## src/rtl/rr_out_aggr_sched.sv

```systemverilog
// rtl/rr_out_aggr_sched.sv - packet-boundary round-robin / fixed-port scheduler for four FWFT queues
module rr_out_aggr_sched #(
  parameter int DATA_WIDTH = 64,
  parameter int CTRL_WIDTH = DATA_WIDTH / 8
) (
  input  logic                    clk,
  input  logic                    reset,
  input  logic [4*DATA_WIDTH-1:0] in_fifo_data,
  input  logic [4*CTRL_WIDTH-1:0] in_fifo_ctrl,
  input  logic [3:0]              in_fifo_empty,
  output logic [3:0]              in_fifo_rd_en,
  output logic [DATA_WIDTH-1:0]   out_data,
  output logic [CTRL_WIDTH-1:0]   out_ctrl,
  output logic                    out_wr,
  input  logic                    out_rdy,
  input  logic                    rr_mode,
  input  logic [1:0]              outport_sel,
  output logic                    state,
  output logic                    eop,
  output logic [1:0]              cur_port
);

  typedef enum logic {IDLE = 1'b0, SEND = 1'b1} state_t;

  state_t                  st, st_nxt;
  logic [1:0]              port_nxt;
  logic                    seen_data, seen_nxt;
  logic [DATA_WIDTH-1:0]   data_q [4];
  logic [CTRL_WIDTH-1:0]   ctrl_q [4];
  logic [DATA_WIDTH-1:0]   head_data;
  logic [CTRL_WIDTH-1:0]   head_ctrl;
  logic                    pop;
  logic                    pkt_end;
  logic                    grant_ok;
  logic [1:0]              winner;
  logic [1:0]              cand;

  for (genvar i = 0; i < 4; i++) begin : g_unpack
    assign data_q[i] = in_fifo_data[i*DATA_WIDTH +: DATA_WIDTH];
    assign ctrl_q[i] = in_fifo_ctrl[i*CTRL_WIDTH +: CTRL_WIDTH];
  end

  assign head_data = data_q[cur_port];
  assign head_ctrl = ctrl_q[cur_port];
  assign pop       = (st == SEND) && !in_fifo_empty[cur_port] && out_rdy;
  // End of packet: first nonzero ctrl after a data word of this packet
  assign pkt_end   = pop && (head_ctrl != '0) && seen_data;
  assign state     = (st == SEND);

  // Search order cur_port+1 .. cur_port+4, so the current port is tried last
  always_comb begin
    grant_ok = 1'b0;
    winner   = cur_port;
    cand     = cur_port;
    if (rr_mode) begin
      for (int k = 1; k <= 4; k++) begin
        cand = cur_port + 2'(k);
        if (!grant_ok && !in_fifo_empty[cand]) begin
          grant_ok = 1'b1;
          winner   = cand;
        end
      end
    end else if (!in_fifo_empty[outport_sel]) begin
      grant_ok = 1'b1;
      winner   = outport_sel;
    end
  end

  always_comb begin
    st_nxt        = st;
    port_nxt      = cur_port;
    seen_nxt      = seen_data;
    in_fifo_rd_en = 4'b0000;
    case (st)
      IDLE: begin
        if (grant_ok) begin
          st_nxt   = SEND;
          port_nxt = winner;
          seen_nxt = 1'b0;
        end
      end
      SEND: begin
        if (pop) begin
          in_fifo_rd_en[cur_port] = 1'b1;
          if (head_ctrl == '0)
            seen_nxt = 1'b1;
          if (pkt_end)
            st_nxt = IDLE;
        end
      end
      default: st_nxt = IDLE;
    endcase
  end

  always_ff @(posedge clk or posedge reset) begin
    if (reset) begin
      st        <= IDLE;
      cur_port  <= 2'd3;
      seen_data <= 1'b0;
      out_wr    <= 1'b0;
      eop       <= 1'b0;
      out_data  <= '0;
      out_ctrl  <= '0;
    end else begin
      st        <= st_nxt;
      cur_port  <= port_nxt;
      seen_data <= seen_nxt;
      out_wr    <= pop;
      eop       <= pkt_end;
      if (pop) begin
        out_data <= head_data;
        out_ctrl <= head_ctrl;
      end
    end
  end

endmodule

```

## config.mk

```make
export PLATFORM = sky130hd
export DESIGN_NAME = rr_out_aggr_sched
export DESIGN_NICKNAME = d
export VERILOG_FILES = /design/src/rtl/rr_out_aggr_sched.sv
export SDC_FILE = /design/constraint.sdc
export NUM_CORES = 1
export LEC_CHECK = 0
export ABC_AREA = 1
export CAP_MARGIN = 5
export CORE_AREA = 2 2 147 149
export CTS_CLUSTER_SIZE = 16
export DETAILED_ROUTE_END_ITERATION = 7
export DIE_AREA = 0 0 149 151
export REMOVE_ABC_BUFFERS = 1
export SYNTH_ARGS = -nofsm -noshare
export SYNTH_HDL_FRONTEND = slang
export SYNTH_SLANG_ARGS = --single-unit
```

## constraint.sdc

```tcl
create_clock -name clk -period 3.59 [get_ports clk]
set_input_delay 0.718 -clock clk [delete_from_list [all_inputs] [get_ports clk]]
set_output_delay 0.718 -clock clk [all_outputs]
set_load 0.01 [all_outputs]
```

==> summary.txt, run 1 <==
Logic synthesis
  – Post-Synthesis Cells: 832
  – Synthesized area: 5380 sq um
  – Register bit total from synthesis: 78
  – Yosys top cell by area: dfrtp_1
  – Seq/Total Area, Yosys: 36.3%
  – Synth top area share: 35.3%
  – Synth cell types: 25
  – Syn Area/Cell: 6.47 sq um
  – Top cells by area, synth: dfrtp_1, nor2_1, o21ai_0
  – Syn. warnings: 0

Final layout
  – Most common cell after layout, fill and taps aside: clkdlybuf4s50_1
  – Total Nets Final: 1471
  – Synthesis-to-layout area growth: 77.4%
  – Commonest non-fill, non-tap cells in the layout: clkdlybuf4s50_1, nor2_1, o21ai_0, nand2_1, dfrtp_1
  – Multi-input gate area: 2960 sq um
  – Post-Layout Cell Count: 1449
  – Storage cell area: 1960 sq um
  – Fraction of layout instances using a drive strength above 1: 3.49%
  – Diodes inserted: 0
  – Final core utilization: 45.9%
  – # fillers: 2192

Placed design
  – IO buf count: 378
  – Post-Place Cells: 1433
  – GP Congestion: 0.867
  – Pre-CTS setup slack: 0.461 ns
  – DP HPWL: 17500 um

CTS
  – Clock net sink count: 78
  – Clock Path Buffers: 2
  – CTS clk-pin slew, worst paths: 0.06 ns
  – H-tree depth: 3
  – Worst-Skew Late Latency: 0.34 ns
  – Root Driver: clkbuf_16
  – PostCTS Resize Cnt: 0
  – Cts bufs inserted: 9
  – CTS tree: done
  – # hold bufs at CTS: 0
  – Post-CTS setup buffer count: 0

Drt
  – DR vias/cell: 4.60
  – Routed WL per cell: 16.0 um
  – Drt first pass iters: 5
  – Post-route ant nets: 0
  – DRC viols: 0
  – Vias after detailed routing: 6663
  – Routed WL: 23200 um
  – DR iter-0 viols: 364

Worst hold path
  – HP Class: register to register
  – Hold_sp: out_ctrl[5]

Global route
  – All-Layer GR Usage: 20.1%
  – Largest net degree at the start of global routing: 78
  – Initial antenna violation count: 0
  – Vias in the first global route: 6258
  – GR Overflow Total: 0
  – First-pass GRT wire length: 35100 um

Critical path
  – FF-to-FF path depth: 10
  – FF-to-FF setup slack: 1.19 ns
  – End of the critical path: in_fifo_rd_en[0]
  – Worst path buffer plus inverter count: 3
  – CP startpoint: in_fifo_empty[1]
  – Worst Setup Start Kind: input pin
  – Crit-path cells: clkdlybuf4s50_1 -> inv_1 -> nand2_1 -> nand3_1 -> nand4_2 -> nor2_1 -> clkdlybuf4s50_1
  – Slowest cell on crit path: clkdlybuf4s50_1
  – Stages on the worst setup path: 7
  – RR Startpoint: cur_port[0]
  – Reg2Reg Capture Point: out_data[23]
  – Family with the most delay on the worst path: buffers and inverters
  – Crit path arrival time: 2.42 ns
  – CP endpoint kind: output port
  – Worst Path Required: 2.87 ns
  – Cell mode on critical path: clkdlybuf4s50_1
  – Setup CP Type: input pin to output port
  – Max stage delay on crit path: 0.56 ns
  – Worst Path Max Fanout: 5

Floorplan
  – Initial Util: 25.9%
  – Rows: 53
  – Die Area: 22500 sq um
  – Boundary Pins: 379
  – CORE AREA: 20800 sq um
  – Die extent in x: 149 um
  – Die height: 151 um

Status
  – Outcome: completed

STA
  – Relative slew slack: 46.4%
  – Fmax: 319 MHz
  – Min Tclk post-route: 3.13 ns
  – Fin. Hold Viols: 0
  – Final setup margin: 0.456 ns
  – Fin crit share: 87.3%
  – Slew Limit Fails: 0
  – RSZ-0062 raised after global routing: false
  – Setup violations, final: 0
  – Worst slew pin tran: 0.804 ns
  – Setup TNS: 0 ns
  – Clk_skew: 0.00547 ns

Power
  – Total power: 6.85 mW
  – Power Density: 717 nW/um^2
  – Leakage power: 3.88 nW
  – Max rail drop VDD: 417 uV

Flow run
  – Max Cap Violations: 0
## cells in the mapped netlist
library cell  instances
a21boi_1              1
buf_1                 2
nand3_1              29
buf_2                20
buf_8                 1
nor2_2                1
inv_2                 2
ha_1                  4
nand2_2               3
nand3_2               1
dfrtp_1              76
buf_6                 8
nor2_4                1
o21ai_1               2
dfstp_2               2
inv_1                16
nand3b_1              1
nand4_2               1
o21ai_0             136
nand2_1              95
inv_6                 1
nor2_1              331
clkbuf_1             20
buf_4                14
a31oi_1              64
## how the worst min path moves through the flow
stage / slack (ns) / endpoint / cells past startpoint
after global placement: 0.47 / out_ctrl[1] / 2
after CTS: 0.49 / out_ctrl[2] / 2
final: 0.48 / out_ctrl[5] / 2
after global routing: 0.51 / out_ctrl[2] / 2
after floorplan: 0.49 / seen_data / 2
after detailed placement: 0.47 / out_ctrl[2] / 2
## state kept, by name (all words and copies together) (netlist names)
signal     flops
cur_port       2
out_ctrl       8
out_wr         1
seen_data      1
eop            1
state          1
out_data      64
## per-layer routing
metal  routed length (um)  GRT usage, %
met1                 9050          23.7
met2                11400          35.3
met3                 2230          5.66
met4                  548          6.90
met5                    0             0
## final cells by class
type / count / area share (%)
clock buffer: 12 / 2.69
timing repair buffer: 391 / 40.9
sequential: 78 / 20.5
inverter: 19 / 0.839
clock inverter: 4 / 0.472
multi-input combinational: 670 / 31.0
tap: 275 / 3.60
## power breakdown
part,switching [mW],internal [mW]
Clock,0.370,0.574
Sequential,0.241,1.33
Combinational,2.42,1.91
Total,3.03,3.81
## worst min-delay path, stage by stage (launching register included)
cell	delay [ns]
dfrtp_1	0.34
nand2_1	0.05
o21ai_0	0.05
## through the flow
| stage | hold WS, ns | area (sq um) |
|---|---|---|
| 6_report | 0.478 | 9550 |
| 5_1_grt | 0.510 | 9550 |
| 4_1_cts | 0.486 | 9550 |
| 3_5_place_dp | 0.472 | 9250 |
| 3_3_place_gp | 0.466 | 9250 |
| 2_1_floorplan | 0.495 | 4990 |
## logic make-up after synthesis
kind of cell | after synthesis | share of synthesized area [%]
simple gates | 463 | 33.6
buf+inv | 84 | 8.72
compound gates | 203 | 20.4
fa+ha+maj | 4 | 0.930
flops | 78 | 36.3
No activity file was read; power rests on OpenSTA's default activity.
==> run 2, diff against run 1 <==
- clock period: 3.59 -> 3.6 ns (I/O delays scaled with it)
==> run 2 against run 1 <==
Net effect:
- wire length fell by 0.70%
- cell area about the same
- die area unchanged
- power is 0.63% lower
- utilization about the same
- combinational power hardly changed
==> summary.txt, run 2 (synthesis results as in run 1) <==
Status
  – Outcome: completed

Critical path
  – Family with the most delay on the worst path: buffers and inverters
  – Worst Setup Start Kind: input pin
  – Worst path buffer plus inverter count: 3
  – Worst Path Required: 2.88 ns
  – Crit path arrival time: 2.41 ns
  – CP endpoint kind: output port
  – Cell mode on critical path: clkdlybuf4s50_1
  – Slowest cell on crit path: clkdlybuf4s50_1
  – Worst Path Max Fanout: 5
  – Crit-path cells: clkdlybuf4s50_1 -> inv_1 -> nand2_1 -> nand3_1 -> nand4_2 -> nor2_1 -> clkdlybuf4s50_1
  – FF-to-FF path depth: 10
  – Stages on the worst setup path: 7
  – Max stage delay on crit path: 0.55 ns
  – Setup CP Type: input pin to output port

Global route
  – GR Overflow Total: 0
  – Largest net degree at the start of global routing: 87
  – Met1 Use GR: 24.5%
  – All-Layer GR Usage: 20.1%
  – Initial antenna violation count: 0
  – Grt peak-use layer: met2
  – Met2 Use GR: 34.3%
  – Vias in the first global route: 6300
  – Met3 usage: 5.36%
  – First-pass GRT wire length: 35100 um

Final layout
  – Commonest non-fill, non-tap cells in the layout: clkdlybuf4s50_1, nor2_1, o21ai_0, nand2_1, dfrtp_1
  – Top Registers: out_data (64), out_ctrl (8), cur_port (2)
  – Multi-input gate area: 2960 sq um
  – # fillers: 2170
  – Fraction of layout instances using a drive strength above 1: 3.33%
  – Max reg flops: 64
  – Synthesis-to-layout area growth: 77.3%
  – Total Nets Final: 1470
  – Diodes inserted: 0
  – Most common cell after layout, fill and taps aside: clkdlybuf4s50_1
  – Storage cell area: 1960 sq um
  – Top reg by flops: out_data

STA
  – Fin. Hold Viols: 0
  – Fin crit share: 87.0%
  – RSZ-0062 raised after global routing: false
  – Worst slew pin tran: 0.939 ns
  – Min Tclk post-route: 3.13 ns
  – Final setup margin: 0.468 ns
  – Relative slew slack: 37.4%
  – Slew Limit Fails: 0
  – Hold_ws: 0.478 ns
  – Clk_skew: 0.00910 ns
  – Fmax: 319 MHz
  – Setup violations, final: 0

Placed design
  – GP Congestion: 0.873
  – DP HPWL: 17200 um
  – IO buf count: 378
  – Pre-CTS setup slack: 0.483 ns

CTS
  – Clock net sink count: 78
  – Post-CTS setup buffer count: 0
  – H-tree depth: 3
  – Worst-Skew Late Latency: 0.34 ns
  – PostCTS Resize Cnt: 0
  – Cts bufs inserted: 9
  – # hold bufs at CTS: 0
  – CTS tree: done
  – Root Driver: clkbuf_16
  – CTS clk-pin slew, worst paths: 0.05 ns
  – Clock Path Buffers: 2

Floorplan
  – Die height: 151 um
  – CORE AREA: 20800 sq um
  – Die Area: 22500 sq um
  – Initial Util: 25.9%
  – Rows: 53
  – Boundary Pins: 379
  – Die extent in x: 149 um

Flow run
  – Max Cap Violations: 0

Power
  – Max rail drop VDD: 497 uV
  – Leakage power: 3.87 nW
  – Power Density: 713 nW/um^2

Drt
  – Routed WL per cell: 16.0 um
  – DRC viols: 0
  – Post-route ant nets: 0
  – DR vias/cell: 4.60
  – Drt first pass iters: 5
  – DR iter-0 viols: 292
  – Routed WL: 23100 um
  – Vias after detailed routing: 6652

Worst hold path
  – HP Class: register to register
  – WHS Path Cells: 2
[run 2: cell count changes in the layout (fill, tap and decap cells not counted), sizes merged]
cell and delta:
buf -1, clkbuf -1, clkinv -1, clkinvlp +1
[run 2: final cells by class]
type,instances,area share [%]
clock buffer,11,2.54
clock inverter,4,0.498
inverter,19,0.839
multi-input combinational,670,31.0
sequential,78,20.5
tap,275,3.61
timing repair buffer,390,41.0
[run 2: worst paths after layout]
kind	from	endpoint	slack, ns
min in group asynchronous	reset	out_data[40]	0.83
max reg2reg	cur_port[0]	state	1.42
min reg2reg	out_ctrl[1]	out_ctrl[1]	0.48
max	in_fifo_empty[1]	in_fifo_rd_en[2]	0.47
min	out_ctrl[1]	out_ctrl[1]	0.48
max in group asynchronous	reset	cur_port[1]	2.02
[run 2: metal layers]
layer,part of all wire (%),vias up
li1,-,3397
met1,40,2961
met2,48,261
met3,8.8,33
met4,2.5,0
met5,0,-
[run 2: worst min-delay path: stages, from the launching register on]
cell	delay, ns
dfrtp_1	0.34
nand2_1	0.05
o21ai_0	0.06
[run 2: power by group]
part	switching [mW]	leakage [nW]	internal (mW)
sequential	0.237	0.875	1.33
clock	0.372	0.141	0.551
combinational	2.40	2.85	1.91
[run 2: metrics by stage]
step / total power, mW / TNS, ns / area, sq um / util (%) / instances
global placement: 5.92 / 0 / 9250 / 44.4 / 1432
finish: 6.80 / 0 / 9540 / 45.8 / 1447
global route: 7.45 / 0 / 9540 / 45.8 / 1447
CTS: 6.89 / 0 / 9540 / 45.8 / 1447
detailed placement: 5.95 / 0 / 9250 / 44.4 / 1432
floorplan: 3.88 / -66.89 / 4990 / - / 767
==> run 3, diff against run 2 <==
- CORE_AREA: 2 2 147 149 -> 2 2 145 147
- DIE_AREA: 0 0 149 151 -> 0 0 147 149
==> run 3 against run 2 <==
Net effect:
- worst hold slack improved by 0.0092 ns
- clock power grew 6.7%
- highest routed layer unchanged
- final cell count barely moved
- non-clock buffer count fell by 2
- die area shrank 2.6%
- global-route usage is 0.22 points higher
- largest power group unchanged
- clock-buffer cell count up 2
- utilization up 0.62 points
- combinational power about the same
==> summary.txt, run 3 (synthesis results as in run 1) <==
Floorplan
  – Die height: 149 um
  – Initial Util: 26.2%
  – Boundary Pins: 379
  – Rows: 53
  – Die Area: 21900 sq um
  – CORE AREA: 20600 sq um
  – Die extent in x: 147 um

CTS
  – Root Driver: clkbuf_16
  – Cts bufs inserted: 9
  – Worst-Skew Late Latency: 0.34 ns
  – Post-CTS setup buffer count: 0
  – Clock net sink count: 78
  – Clock Path Buffers: 2
  – CTS tree: done
  – CTS clk-pin slew, worst paths: 0.06 ns
  – H-tree depth: 3

Global route
  – Largest net degree at the start of global routing: 95
  – Vias in the first global route: 6196
  – GR Overflow Total: 0
  – All-Layer GR Usage: 20.3%
  – First-pass GRT wire length: 34800 um
  – Initial antenna violation count: 0

Status
  – Outcome: completed

Critical path
  – RR Startpoint: cur_port[1]
  – Slowest cell on crit path: buf_4
  – Worst Path Required: 2.88 ns
  – Crit path arrival time: 2.70 ns
  – FF-to-FF path depth: 7
  – Max stage delay on crit path: 0.73 ns
  – CP startpoint: cur_port[1]
  – Reg2Reg Capture Point: out_data[0]
  – CP endpoint kind: output port
  – Worst Path Max Fanout: 78
  – FF-to-FF setup slack: 0.96 ns
  – Worst Setup Start Kind: register
  – Crit-path cells: buf_4 -> nand2_1 -> nand4_2 -> nor2_1 -> clkdlybuf4s50_1
  – Setup CP Type: register to output port

Worst hold path
  – Hold_sp: out_ctrl[6]
  – HP Class: register to register
  – WHS Path Cells: 2
  – Hold Path End: out_ctrl[6]

Power
  – Total power: 6.85 mW
  – Leakage power: 3.88 nW
  – Power Density: 718 nW/um^2
  – Max rail drop VDD: 453 uV

STA
  – Fin crit share: 95.1%
  – Relative slew slack: 30.9%
  – Fmax: 292 MHz
  – Setup TNS: 0 ns
  – Setup violations, final: 0
  – Fin. Hold Viols: 0
  – Min Tclk post-route: 3.42 ns
  – Worst slew pin tran: 1.04 ns
  – Clk_skew: 0.00726 ns
  – Slew Limit Fails: 0

Placed design
  – DP HPWL: 17000 um
  – Post-Place Cells: 1430
  – GP Congestion: 0.869
  – IO buf count: 378

Final layout
  – Top Registers: out_data (64), out_ctrl (8), cur_port (2)
  – Fraction of layout instances using a drive strength above 1: 3.33%
  – Storage cell area: 1960 sq um
  – Top reg by flops: out_data
  – # fillers: 2167
  – Multi-input gate area: 2960 sq um
  – Commonest non-fill, non-tap cells in the layout: clkdlybuf4s50_1, nor2_1, o21ai_0, nand2_1, dfrtp_1
  – Post-Layout Cell Count: 1446
  – Most common cell after layout, fill and taps aside: clkdlybuf4s50_1
  – Diodes inserted: 0
  – Synthesis-to-layout area growth: 77.4%
  – Max reg flops: 64
  – Total Nets Final: 1468

Drt
  – Post-route ant nets: 0
  – Drt first pass iters: 4
  – Routed WL: 23200 um
  – DR iter-0 viols: 291
  – DRC viols: 0
  – DR vias/cell: 4.60
  – Routed WL per cell: 16.0 um
  – Vias after detailed routing: 6652

Flow run
  – Max Cap Violations: 0
[run 3: changes by cell type in the layout (fill, tap and decap cells not counted)]
cell,delta
clkbuf_8,+3
buf_12,-1
buf_4,-1
clkbuf_1,-1
clkinvlp_4,-1
inv_2,-1
inv_4,+1
[run 3: worst max-delay path, delay by kind of cell, from the launching register on]
family	cells	cell delay, ns
buffers and inverters	2	1.23
and+or+nand+nor	3	0.56
DFF	1	0.55
[run 3: through the flow]
stage                     instance area (sq um)  hold WS [ns]  setup WS, ns  util, %
final                                      9550         0.487         0.176     46.4
after global routing                       9550         0.514     -0.000218     46.4
after CTS                                  9550         0.495        0.0564     46.4
after detailed placement                   9230         0.478         0.306     44.9
after global placement                     9230         0.466         0.352     44.9
after floorplan                            4990         0.495         -1.02        -
[run 3: repair_timing]
action / in CTS / in global routing
hold buffers: 0 / 0
gates resized for setup: 0 / 2
setup endpoints to repair: 0 / 1
[run 3: report_power, final]
part	switching [mW]	total, mW	internal (mW)
Clock	0.373	0.985	0.611
Sequential	0.254	1.58	1.33
Combinational	2.40	4.29	1.89
[run 3: layout make-up]
cell class / count / area share (%)
Clock inverter: 3 / 0.419
Tap cell: 275 / 3.60
Clock buffer: 13 / 2.94
Inverter: 19 / 0.865
Multi-Input combinational cell: 670 / 31.0
Timing Repair Buffer: 388 / 40.7
Sequential cell: 78 / 20.5
[run 3: per-layer routing]
layer	vias to the layer above	GRT usage, %	share of wire, %	routed length [um]
met3	47	5.14	7.3	1690
met2	252	34.6	48	11000
li1	3394	-	-	-
met1	2959	24.5	41	9580
met4	0	8.85	3.8	873
met5	-	0	0	0
[run 3: how the worst max path moves through the flow]
stage,end,slack (ns),cells after the start
3_5_place_dp,in_fifo_rd_en[1],0.31,7
6_report,in_fifo_rd_en[1],0.18,5
4_1_cts,in_fifo_rd_en[1],0.06,6
3_3_place_gp,in_fifo_rd_en[1],0.35,7
2_1_floorplan,seen_data,-1.02,8
5_1_grt,in_fifo_rd_en[1],-0.0002,5
